[config.mk]
export PLATFORM = sky130hd
export DESIGN_NAME = ula_seq8
export DESIGN_NICKNAME = d
export VERILOG_FILES = /design/src/rtl/ula_pkg.sv /design/src/rtl/ula.sv /design/src/rtl/ula_seq8.sv
export SDC_FILE = /design/constraint.sdc
export NUM_CORES = 1
export LEC_CHECK = 0
export CAP_MARGIN = 20
export CORE_MARGIN = 10
export CORE_UTILIZATION = 25
export CTS_CLUSTER_DIAMETER = 80
export DETAILED_ROUTE_END_ITERATION = 10
export PLACE_DENSITY = 0.49
export SYNTH_ARGS = -nofsm -noshare
export SYNTH_HDL_FRONTEND = slang
export SYNTH_SLANG_ARGS = --single-unit
[constraint.sdc]
create_clock -name clk -period 2.6 [get_ports clk]
set_input_delay 0.65 -clock clk [delete_from_list [all_inputs] [get_ports clk]]
set_output_delay 0.65 -clock clk [all_outputs]
set_load 0.02 [all_outputs]
[src/rtl/ula_pkg.sv]
// Shared opcode constants and FSM state encoding for the 8-bit sequential ALU
// and its 4-bit ALU slice.
package ula_pkg;

    localparam logic [2:0] OP_AND  = 3'b000;
    localparam logic [2:0] OP_OR   = 3'b001;
    localparam logic [2:0] OP_NOTA = 3'b010;
    localparam logic [2:0] OP_NAND = 3'b011;
    localparam logic [2:0] OP_ADD  = 3'b100;
    localparam logic [2:0] OP_SUB  = 3'b101;

    typedef enum logic [1:0] {
        StIdle = 2'b00,
        StLo   = 2'b01,
        StHi   = 2'b10,
        StDone = 2'b11
    } state_e;

    function automatic logic is_arith_op(input logic [2:0] op);
        return (op == OP_ADD) || (op == OP_SUB);
    endfunction

endpackage

[src/rtl/ula.sv]
// 4-bit combinational ALU slice: AND, OR, NOT A, NAND and ADD with carry.
// Any other selector yields a zero result and zero carry.
module ula
    import ula_pkg::*;
(
    input  logic [3:0] a,
    input  logic [3:0] b,
    input  logic [2:0] sel,
    input  logic       cin,
    output logic [3:0] y,
    output logic       cout
);

    logic [4:0] sum;

    always_comb begin
        sum  = {1'b0, a} + {1'b0, b} + {4'b0000, cin};
        y    = 4'h0;
        cout = 1'b0;
        case (sel)
            OP_AND:  y = a & b;
            OP_OR:   y = a | b;
            OP_NOTA: y = ~a;
            OP_NAND: y = ~(a & b);
            OP_ADD: begin
                y    = sum[3:0];
                cout = sum[4];
            end
            default: begin
                y    = 4'h0;
                cout = 1'b0;
            end
        endcase
    end

endmodule

[src/rtl/ula_seq8.sv]
// 8-bit ALU built from one time-shared 4-bit slice: low nibble pass, then high
// nibble pass with the stored carry, then a held result until handshake.
module ula_seq8
    import ula_pkg::*;
(
    input  logic       clk,
    input  logic       rst,
    input  logic       in_valid,
    output logic       in_ready,
    input  logic [7:0] in_a,
    input  logic [7:0] in_b,
    input  logic [2:0] in_op,
    input  logic       in_cin,
    output logic       out_valid,
    input  logic       out_ready,
    output logic [7:0] out_result,
    output logic       out_cout,
    output logic [7:0] op_count
);

    state_e     state_q, state_d;
    logic [7:0] a_q, b_q;
    logic [2:0] op_q;
    logic       cin_q;
    logic       carry_q;
    logic [3:0] lo_q;

    logic       is_sub, is_arith, hi_pass;
    logic [3:0] nib_b;
    logic [3:0] alu_a, alu_b, alu_y;
    logic [2:0] alu_sel;
    logic       alu_cin, alu_cout;

    // SUB reuses the adder: A + ~B + 1 per byte, carry chained through carry_q.
    always_comb begin
        is_sub   = (op_q == OP_SUB);
        is_arith = is_arith_op(op_q);
        hi_pass  = (state_q == StHi);
        alu_sel  = is_sub ? OP_ADD : op_q;
        alu_a    = hi_pass ? a_q[7:4] : a_q[3:0];
        nib_b    = hi_pass ? b_q[7:4] : b_q[3:0];
        alu_b    = is_sub ? ~nib_b : nib_b;
        if (!is_arith) begin
            alu_cin = 1'b0;
        end else if (hi_pass) begin
            alu_cin = carry_q;
        end else if (is_sub) begin
            alu_cin = 1'b1;
        end else begin
            alu_cin = cin_q;
        end
    end

    ula u_ula (
        .a    (alu_a),
        .b    (alu_b),
        .sel  (alu_sel),
        .cin  (alu_cin),
        .y    (alu_y),
        .cout (alu_cout)
    );

    always_comb begin
        state_d   = state_q;
        in_ready  = (state_q == StIdle);
        out_valid = (state_q == StDone);
        case (state_q)
            StIdle: if (in_valid) state_d = StLo;
            StLo:   state_d = StHi;
            StHi:   state_d = StDone;
            StDone: if (out_ready) state_d = StIdle;
            default: state_d = StIdle;
        endcase
    end

    always_ff @(posedge clk) begin
        if (rst) begin
            state_q <= StIdle;
        end else begin
            state_q <= state_d;
        end
    end

    always_ff @(posedge clk) begin
        if (rst) begin
            a_q        <= 8'h00;
            b_q        <= 8'h00;
            op_q       <= 3'b000;
            cin_q      <= 1'b0;
            carry_q    <= 1'b0;
            lo_q       <= 4'h0;
            out_result <= 8'h00;
            out_cout   <= 1'b0;
            op_count   <= 8'h00;
        end else begin
            case (state_q)
                StIdle: begin
                    if (in_valid) begin
                        a_q   <= in_a;
                        b_q   <= in_b;
                        op_q  <= in_op;
                        cin_q <= in_cin;
                    end
                end
                StLo: begin
                    lo_q    <= alu_y;
                    carry_q <= alu_cout;
                end
                StHi: begin
                    out_result <= {alu_y, lo_q};
                    out_cout   <= is_arith & alu_cout;
                end
                StDone: begin
                    if (out_ready) op_count <= op_count + 8'd1;
                end
                default: ;
            endcase
        end
    end

endmodule
==> results.tsv, run 1 <==
stage	metric	value	unit
cts	CTS root buf	clkbuf_8	
cells_and_area	commonest non-fill, non-tap cell in the layout	nand2_1	
cells_and_area	area occupied by multi-input gates	1255	µm²
synth	synthesized net count	302	
cells_and_area	area delta synth->final	36.66	%
cts	clk buf depth	2	
critical_path	Critical Path Sink Type	flop	
cts	TritonCTS clock tree	built	
power	power consumption	2.592	mW
global_routing	largest net degree at the start of global routing	45	
power	leakage power total	1.116	nW
synth	Synth Warn #	0	
synth	Post-synth EDFFs	0	
placed_design	Port Buf Inserts	42	
die	full die area	12970	µm²
die	chip height	113.9	µm
route	post-DR wirelength/cell	12.52	µm
placed_design	placer congestion estimate	0.8187	
die	# rows	34	
cts	clk slew on worst S/H paths	80	ps
synth	#FFs+latches synth	44	
critical_path	CP max FO	6	
cts	CTS H-tree depth	2	
timing	min cycle time layout	2518	ps
route	Starting DRT DRC Count	88	
cells_and_area	commonest cells after routing, fill and taps aside	nand2_1 (47), dfxtp_1 (42), clkdlybuf4s50_1 (42), a21oi_1 (28), nor2_1 (23)	
placed_design	post-DP HPWL	4018	µm
synth	cell area after synthesis	2205	µm²
route	drt via density	4.508	
timing	Max-slew headroom	0.5820	
route	1st-pass router iterations	3	
timing	Post-Route Skew	4.634	ps
run	max-cap viol count	0	
synth	ys async rst share	0	
synth	prevailing post-synth register cell	dfxtp_1	
timing	Tcrit/Tclk final	0.9685	
critical_path	Worst setup SP type	flop	
cells_and_area	fin nets	351	
global_routing	vias in the first global route	1901	
route	DRT antenna net count	0	
timing	Setup-failing EPs final	0	
cts	Clk Latency, worst-skew pair	290	ps
critical_path	CP required	2810	ps
hold_path	Hold WC Path Type	reg -> reg	
synth	Cell variety after synth	35	
critical_path	Worst Path Arrival	2730	ps
die	number of top-level pins	43	
cts	clock net sink count	44	
global_routing	initial antenna violation count	0	
global_routing	first-pass GRT wire length	8763	µm
cells_and_area	FF/Latch Area	883.3	µm²
power	PD cells	860.4	nW/µm²
route	drt total wl	5272	µm
die	die span in x	113.9	µm
timing	unrepaired setup endpoints after global routing	true	
cells_and_area	n_diodes	0	
status	status	complete, no violations	
cts	clock buffer count from CTS	5	
power	peak supply drop	0.0002684	V
timing	Tightest Pin Transition	625.4	ps
cells_and_area	Util after Layout	0.3489	
cells_and_area	# fillers	941	
die	Core ar.	8636	µm²
route	DR vias	1898	
synth	register area share after synthesis	0.3995	
die	initial core utilization	0.2553	
cells_and_area	fraction of layout cells with a size suffix above 1	0.1214	
cts	hold_buf cts	0	
timing	WHS	457.3	ps
synth	Syn Area/Cell	8.383	µm²
synth	Mapped Cells	263	
global_routing	grt total ovfl	0	
timing	Slew Viols, Final	0	
timing	fmax	0.3971	GHz
critical_path	Setup CP Type	reg -> reg	
global_routing	All-Layer GR Usage	0.08033	
timing	final hold violation count	0	
route	# DRC	0	
[metal layers]
metal	GRT usage	share of wire	up-vias
met5	0	0	-
met4	0.03008	0.013	0
met3	0.02047	0.037	5
met2	0.1348	0.48	21
met1	0.09642	0.47	893
li1	-	-	979
[cell families (layout without fill, tap and decap cells)]
kind of cell,count (synthesis),after routing,synth area share
AO/OA/AOI/OAI,54,54,0.1578
XOR/XNOR,10,10,0.03973
adder cells (fa/ha/maj),15,15,0.09194
buffers and inverters,33,83,0.06016
flip-flops,44,44,0.3995
multiplexers,15,15,0.07264
AND/OR/NAND/NOR,92,92,0.1782
[synth_stat cells (2+ instances only)]
cell type   n  area, µm²
nand2_1    47      176.4
dfxtp_1    44      880.8
a21oi_1    28      140.1
nor2_1     23      86.33
inv_1      17      63.81
clkbuf_1   14      52.55
ha_1       13      162.7
mux2i_1    13      130.1
xor2_1      6      52.55
nor2b_1     5      31.28
a211oi_1    4      30.03
a22oi_1     4      30.03
a311oi_1    4      35.03
nand3_1     4      20.02
xnor2_1     4      35.03
nand2b_1    3      18.77
nor3_1      3      15.01
a211o_1     2      17.52
a221o_1     2      20.02
fa_1        2      40.04
mux2_4      2      30.03
nand4_1     2      12.51
o211ai_1    2      15.01
o21ai_0     2      10.01
o22a_1      2      17.52
or3_1       2      12.51
[critical path, cell delays in order (launching register included)]
cell and delay, ps:
dfxtp_2 340, inv_2 70, ha_4 210, mux2i_4 260, xor2_2 120, fa_2 380, fa_2 410, xnor2_1 130
a211o_1 280, a311oi_2 230
[through the flow]
stage / TNS, ps / instances / cell area (µm²) / worst slack [ps]
finish: 0 / 421 / 3013 / 81.83
global route: -45.96 / 421 / 3013 / -29.59
CTS: 0 / 416 / 2900 / 42.30
detailed placement: 0 / 408 / 2793 / 56.18
global placement: 0 / 408 / 2793 / 101.3
floorplan: -25.45 / 263 / 2233 / -25.45
[final cells by class]
class	count	share of cell area
clock buffers	6	0.02409
clock inverters	2	0.01163
repair buffers	58	0.1885
multi-input cells	186	0.4165
well taps	108	0.04485
flip-flops and latches	44	0.2932
inverters	17	0.02118
[power by group]
part           switching, mW  internal [mW]  leakage (nW)
sequential            0.0900          0.813         0.360
clock                  0.229          0.285        0.0552
combinational          0.610          0.565         0.701
[flip-flops by register name (all words and copies together) (netlist names)]
name	count
lo_q	4
out_result	8
state_q	2
op_count	8
out_cout	1
op_q	3
carry_q	1
cin_q	1
a_q	8
b_q	8
[worst paths after layout]
| path | startpoint | to | slack, ps | cells after the start |
|---|---|---|---|---|
| worst max-delay path | state_q[0] | lo_q[2] | 80 | 9 |
| worst max register to register | state_q[0] | lo_q[2] | 80 | 9 |
| worst min-delay path | a_q[1] | a_q[1] | 460 | 2 |
| worst min register to register | a_q[1] | a_q[1] | 460 | 2 |
[timing repair]
| action | CTS | global route |
|---|---|---|
| endpoints found under the setup margin | 0 | 6 |
| buffers inserted | 0 | 5 |
| resized for setup | 0 | 13 |
No activity file was read; power rests on OpenSTA's default activity.
==> run 2, diff against run 1 <==
PLACE_DENSITY = 0.55   (was 0.49)
==> results.tsv, run 2 (synthesis results as in run 1) <==
stage	metric	value	unit	change
cells_and_area	commonest non-fill, non-tap cell in the layout	nand2_1		
global_routing	All-Layer GR Usage	0.08137		+0.001041
critical_path	CP required	2810	ps	about the same
cells_and_area	fraction of layout cells with a size suffix above 1	0.09740		-0.02400
cts	CTS root buf	clkbuf_8		
global_routing	grt total ovfl	0		unchanged
critical_path	CP max FO	5		-1
cells_and_area	fin nets	346		-1.4%
global_routing	first-pass GRT wire length	8866	µm	+1.2%
power	PD cells	858.4	nW/µm²	-0.23%
run	max-cap viol count	0		unchanged
critical_path	RR Startpoint	state_q[0]		
timing	Max-slew headroom	0.5680		-0.01407
die	die span in x	113.9	µm	unchanged
route	drt total wl	5220	µm	-0.99%
critical_path	flop-to-flop setup slack	100	ps	+20 ps
power	peak supply drop	0.0003762	V	+40%
die	# rows	34		unchanged
cells_and_area	area occupied by multi-input gates	1232	µm²	-1.8%
die	number of top-level pins	43		unchanged
critical_path	Worst Setup EP	lo_q[2]		
cells_and_area	commonest cells after routing, fill and taps aside	nand2_1 (47), dfxtp_1 (42), clkdlybuf4s50_1 (42), a21oi_1 (28), nor2_1 (23)		
hold_path	Hold WC Path Type	reg -> reg		
cts	hold_buf cts	0		unchanged
global_routing	largest net degree at the start of global routing	45		unchanged
route	DRT antenna net count	0		unchanged
cells_and_area	# fillers	907		-3.6%
cells_and_area	Final Non-Filler Cells	416		-1.2%
route	post-DR wirelength/cell	12.55	µm	+0.20%
timing	setup_tns	0	ps	unchanged
critical_path	Crit. Startpoint	state_q[0]		
placed_design	placer congestion estimate	0.7733		-5.5%
power	power consumption	2.531	mW	-2.4%
timing	Slew Viols, Final	0		unchanged
global_routing	initial antenna violation count	0		unchanged
critical_path	r2r endpoint	lo_q[2]		
hold_path	hold path start	a_q[7]		
status	status	complete, no violations		
placed_design	post-DP HPWL	3979	µm	-0.97%
timing	Tightest Pin Transition	646.5	ps	+21.05 ps
route	drt via density	4.438		-1.6%
power	leakage power total	1.089	nW	-2.4%
cells_and_area	area delta synth->final	33.71	%	
global_routing	GR Util met1	0.09627		-0.0001487
critical_path	Worst setup SP type	flop		
critical_path	Worst Path Arrival	2710	ps	-20 ps
global_routing	GR Util met3	0.02100		+0.0005249
timing	min cycle time layout	2502	ps	-16.34 ps
cts	clock buffer count from CTS	5		unchanged
critical_path	Worst Reg-to-Reg Cells	8		-1
cts	Clk Latency, worst-skew pair	300	ps	about the same
route	# DRC	0		unchanged
critical_path	Critical Path Sink Type	flop		
timing	Tcrit/Tclk final	0.9622		-0.006286
cts	clk slew on worst S/H paths	90	ps	about the same
timing	fmax	0.3997	GHz	+0.65%
timing	unrepaired setup endpoints after global routing	true		
cts	CTS H-tree depth	2		unchanged
die	Core ar.	8636	µm²	unchanged
cts	clock net sink count	44		unchanged
route	DR vias	1846		-2.7%
die	full die area	12970	µm²	unchanged
cts	TritonCTS clock tree	built		
die	chip height	113.9	µm	unchanged
global_routing	GR peak layer	met2		
timing	final hold violation count	0		unchanged
placed_design	placed cells	407		-0.25%
die	initial core utilization	0.2553		unchanged
critical_path	Setup CP Type	reg -> reg		
placed_design	Port Buf Inserts	42		unchanged
cells_and_area	FF/Latch Area	883.3	µm²	unchanged
timing	Post-Route Skew	9.772	ps	+5.138 ps
global_routing	vias in the first global route	1886		-0.79%
global_routing	met2 Track Usage GR	0.1382		+0.003436
timing	Setup-failing EPs final	0		unchanged
route	Starting DRT DRC Count	50		-43%
cts	clk buf depth	2		unchanged
route	1st-pass router iterations	4		+1
cells_and_area	n_diodes	0		unchanged
## run 2: cell count changes in the layout (fill, tap and decap cells not counted), sizes merged
cell    before  now
buf         16   11
clkinv       1    0
clkbuf       6    7
## run 2: worst min-delay path by stage
stage / cells past startpoint / slack, ps / to
after floorplan: 2 / 440 / a_q[2]
after global placement: 2 / 450 / a_q[1]
after detailed placement: 2 / 450 / a_q[2]
after CTS: 2 / 460 / b_q[0]
after global routing: 2 / 480 / a_q[7]
final: 2 / 460 / a_q[7]
## run 2: layout make-up
cell class / instances / area share
clock inverter: 1 / 0.01019
multi-input combinational: 186 / 0.4181
sequential: 44 / 0.2997
inverter: 17 / 0.02165
timing repair buffer: 53 / 0.1719
clock buffer: 7 / 0.03268
tap: 108 / 0.04584
## run 2: timing repair
| item | in CTS | in global routing |
|---|---|---|
| buffers inserted | 0 | 1 |
| endpoints found under the setup margin | 0 | 7 |
| resized for setup | 0 | 6 |
## run 2: metrics by stage
step | utilization | worst slack, ps | cell area [µm²] | hold WS [ps]
global route | 0.3414 | -11.86 | 2948 | 480.3
floorplan | - | -25.45 | 2233 | 435.7
finish | 0.3414 | 98.17 | 2948 | 459.7
detailed placement | 0.3225 | 75.45 | 2785 | 450.3
CTS | 0.3371 | 47.34 | 2912 | 461.1
global placement | 0.3225 | 120.7 | 2785 | 447.0
## run 2: routing by layer
metal	routed length, µm	vias to the layer above
met5	0	-
met4	78	0
met2	2512	21
met3	181	6
li1	-	975
met1	2447	844
## run 2: worst max-delay path, cell delays in order (launching register included)
cell and delay, ps:
dfxtp_2 360, inv_2 60, ha_4 190, o311a_1 320, fa_2 430, fa_2 410
xnor2_1 130, a211o_1 270, a311oi_1 240
## run 2: power by group
part | switching, mW | internal [mW] | total (mW) | leakage (nW)
registers | 0.0981 | 0.813 | 0.911 | 0.360
clock network | 0.233 | 0.339 | 0.572 | 0.0645
logic | 0.566 | 0.482 | 1.05 | 0.665
==> run 3, diff against run 2 <==
TNS_END_PERCENT = 5   (was unset)
==> results.tsv, run 3 (synthesis results as in run 1) <==
stage	metric	value	unit	change
cells_and_area	design area	2920	µm²	-0.93%
cells_and_area	# fillers	913		+0.66%
cells_and_area	FF/Latch Area	883.3	µm²	unchanged
timing	Max-slew headroom	0.5601		-0.007838
placed_design	placed cell area	2785	µm²	unchanged
cts	clock net sink count	44		unchanged
critical_path	Worst Path Arrival	2700	ps	about the same
critical_path	CP required	2810	ps	about the same
die	Core ar.	8636	µm²	unchanged
cts	Clk Latency, worst-skew pair	300	ps	about the same
critical_path	slowest cell delay on critical path	430	ps	about the same
hold_path	Hold WC Path Type	reg -> reg		
global_routing	initial antenna violation count	0		unchanged
route	DRT antenna net count	0		unchanged
cts	hold_buf cts	0		unchanged
global_routing	All-Layer GR Usage	0.08137		unchanged
die	die span in x	113.9	µm	unchanged
placed_design	placer congestion estimate	0.7733		unchanged
timing	WHS	460.4	ps	+0.6680 ps
route	drt total wl	5207	µm	-0.25%
placed_design	post-DP HPWL	3979	µm	unchanged
route	# DRC	0		unchanged
timing	Tcrit/Tclk final	0.9594		-0.002883
critical_path	Critical Path Sink Type	flop		
timing	setup_tns	0	ps	unchanged
die	initial core utilization	0.2553		unchanged
route	1st-pass router iterations	4		unchanged
cts	clk slew on worst S/H paths	90	ps	about the same
cts	CTS root buf	clkbuf_8		
cells_and_area	fraction of layout cells with a size suffix above 1	0.09121		-0.006197
cts	TritonCTS clock tree	built		
power	PD cells	857.5	nW/µm²	-0.11%
timing	Tightest Pin Transition	658.2	ps	+11.73 ps
die	full die area	12970	µm²	unchanged
global_routing	vias in the first global route	1886		unchanged
cells_and_area	commonest cells after routing, fill and taps aside	nand2_1 (47), dfxtp_1 (42), clkdlybuf4s50_1 (42), a21oi_1 (28), nor2_1 (23)		
route	DR vias	1869		+1.2%
power	peak supply drop	0.0003650	V	-3.0%
timing	fmax	0.4009	GHz	+0.30%
cells_and_area	commonest non-fill, non-tap cell in the layout	nand2_1		
timing	min cycle time layout	2494	ps	-7.495 ps
run	max-cap viol count	0		unchanged
critical_path	CP max FO	6		+1
cells_and_area	area delta synth->final	32.46	%	
die	# rows	34		unchanged
route	drt via density	4.504		+1.5%
global_routing	first-pass GRT wire length	8866	µm	unchanged
timing	unrepaired setup endpoints after global routing	true		
placed_design	Port Buf Inserts	42		unchanged
timing	Post-Route Skew	8.634	ps	-1.138 ps
critical_path	Setup CP Type	reg -> reg		
power	leakage power total	1.080	nW	-0.86%
cells_and_area	Util after Layout	0.3382		-0.003187
status	status	complete, no violations		
cells_and_area	area occupied by multi-input gates	1216	µm²	-1.3%
die	chip height	113.9	µm	unchanged
cts	CTS H-tree depth	2		unchanged
critical_path	critical path cell sequence	inv_2, ha_4, o311a_1, fa_2, fa_2, xnor2_1, a211o_1, a311oi_1		
cells_and_area	n_diodes	0		unchanged
cts	clk buf depth	2		unchanged
route	post-DR wirelength/cell	12.55	µm	about the same
critical_path	Worst setup SP type	flop		
timing	final hold violation count	0		unchanged
cts	post-CTS setup buffers	0		unchanged
cts	clock buffer count from CTS	5		unchanged
timing	final setup margin	105.7	ps	+7.495 ps
global_routing	grt total ovfl	0		unchanged
critical_path	critical path's slowest cell	fa_2		
global_routing	largest net degree at the start of global routing	45		unchanged
die	number of top-level pins	43		unchanged
cts	CTS-repair resized insts	0		unchanged
placed_design	dpl ws	75.45	ps	unchanged
cells_and_area	fin nets	345		-0.29%
route	Starting DRT DRC Count	67		+34%
critical_path	most used cell, CP	fa_2		
timing	Slew Viols, Final	0		unchanged
timing	Setup-failing EPs final	0		unchanged
[run 3: cell count changes in the layout (fill, tap and decap cells not counted)]
cell	previous run	this run
buf_6	1	0
mux2i_4	1	0
xor2_1	5	6
mux2i_2	1	2
xor2_2	1	0
[run 3: layout make-up]
type	instances	area share
timing repair buffer	52	0.1697
tap	108	0.04627
sequential	44	0.3025
multi-input combinational	186	0.4165
clock inverter	1	0.01028
clock buffer	7	0.03299
inverter	17	0.02185
[run 3: critical path: cells and delay by family, from the launching register on]
family	cells	cell delay, ps
adder cells (fa/ha/maj)	3	1020
AO/OA/AOI/OAI	3	830
flip-flops	1	360
XOR/XNOR	1	130
buffers and inverters	1	60
[run 3: per-stage QoR]
step	power [mW]	cells
global placement	1.932	407
floorplan	1.636	263
finish	2.504	415
CTS	2.529	415
detailed placement	1.952	407
global route	2.694	415
[run 3: power by group]
group | switching [mW] | leakage [nW] | total, mW | internal [mW]
logic | 0.560 | 0.656 | 1.02 | 0.463
registers | 0.0965 | 0.360 | 0.909 | 0.813
clock network | 0.233 | 0.0645 | 0.572 | 0.339
total | 0.890 | 1.08 | 2.50 | 1.61
[run 3: worst paths after layout]
| check | to | depth (start not counted) | slack [ps] | from |
|---|---|---|---|---|
| worst min register to register | a_q[7] | 2 | 460 | a_q[7] |
| worst max register to register | lo_q[2] | 8 | 110 | state_q[0] |
| worst max-delay path | lo_q[2] | 8 | 110 | state_q[0] |
| worst min-delay path | a_q[7] | 2 | 460 | a_q[7] |
[run 3: layer usage]
layer	track usage	vias to the layer above	wire length, µm
met3	0.02100	6	211
li1	-	972	-
met2	0.1382	31	2477
met4	0.03008	0	77
met5	0	-	0
met1	0.09627	860	2440
==> edit: new RTL, flow settings as in run 1 <==
Register the output `op_count` once more, with the module's reset; this adds one clock of latency there. The other outputs are not delayed to match.
--- a/src/rtl/ula_seq8.sv
+++ b/src/rtl/ula_seq8.sv
@@ -19,2 +19,4 @@
 );
+
+    logic [7:0] op_count_s0;
 
@@ -93,3 +95,3 @@
             out_cout   <= 1'b0;
-            op_count   <= 8'h00;
+            op_count_s0 <= 8'h00;
         end else begin
@@ -113,3 +115,3 @@
                 StDone: begin
-                    if (out_ready) op_count <= op_count + 8'd1;
+                    if (out_ready) op_count_s0 <= op_count_s0 + 8'd1;
                 end
@@ -120,2 +122,10 @@
 
+    always_ff @(posedge clk) begin
+        if (rst) begin
+            op_count <= '0;
+        end else begin
+            op_count <= op_count_s0;
+        end
+    end
+
 endmodule
Formal check against the unedited RTL: not equivalent (Yosys sat finds a counterexample within 10 cycles, from zero or initial values and one cycle with rst high).
==> edit against run 1 <==
- via count grew 3.8%
- utilization up 0.28 points
- first-iteration DRC count shrank 9.1%
- non-clock buffer count grew 5
- hold slack gained 1.3 ps
- design area up 8.9%
- setup slack worse by 13 ps
- power increased by 7.4%
- sequential cell count increased by 8
- wire length increased by 6.3%
- area after synthesis increased by 9.6%
- die area up 7.9%
- final cell count up 8.3%
- largest cell class unchanged
- largest power group unchanged
==> edit: results <==
{
  "synth_fa_ha_area_share_pct": 8.39,
  "layout.comb_gates.multi_input": 191,
  "synth_compound_area_share_pct": 13.6,
  "grt_pass1_wl_mm": 9.74,
  "via_count": 1971,
  "crit_family": "compound AO/OA/AOI/OAI gates",
  "globalRouteMet3Util_pct": 2.33,
  "fin_worst_skew_ps": 10.8,
  "fin_nets": 365,
  "leakage_nw": 1.23,
  "routabilityCongestion": 0.786,
  "n_clock_buffer": 5,
  "sequentialPowerShare_pct": 36.4,
  "post-place-ws_ps": -92.6,
  "nFillCells": 960,
  "status": "completed",
  "place_area_um2": 3040,
  "synth_mux_area_share_pct": 6.68,
  "ys_top_cells_by_count": "dfxtp_1, nand2_1, a21oi_1",
  "clk_latency_ps": 310,
  "area_delta_synth_final_pct": 35.7,
  "relSlewSlack_pct": 56.5,
  "slowest_stage": "dfxtp_2",
  "p_int_mw": 1.79,
  "rr_worst_depth": 10,
  "arrival_ps": 2750,
  "buffers": 63,
  "track_usage_pct": 8.26,
  "drive_above_1_share_pct": 14.7,
  "p_sw_mw": 0.990,
  "multi_input_area_share_pct": 40.0,
  "r2r_end": "lo_q[3]$_SDFFE_PP0N_"
}
## edit: cell types whose count changed in the layout (fill, tap and decap cells not counted), sizes merged, moves of 4 or more
cell | before | now
dfxtp | 44 | 52
xor2 | 6 | 11
buf | 16 | 22
nand3 | 4 | 0
nor2b | 5 | 12
a22oi | 4 | 0
## edit: worst max path at each step
stage / startpoint / cells past startpoint / slack (ps) / to
floorplan: state_q[0]$_SDFFE_PP0P_ / 10 / 7 / lo_q[1]$_SDFFE_PP0N_
global placement: state_q[0]$_SDFFE_PP0P_ / 10 / 50 / out_result[7]$_SDFFE_PP0P_
detailed placement: state_q[0]$_SDFFE_PP0P_ / 10 / -90 / lo_q[3]$_SDFFE_PP0N_
CTS: state_q[0]$_SDFFE_PP0P_ / 10 / 40 / lo_q[3]$_SDFFE_PP0N_
global route: state_q[0]$_SDFFE_PP0P_ / 10 / -60 / lo_q[3]$_SDFFE_PP0N_
finish: state_q[0]$_SDFFE_PP0P_ / 10 / 70 / lo_q[3]$_SDFFE_PP0N_
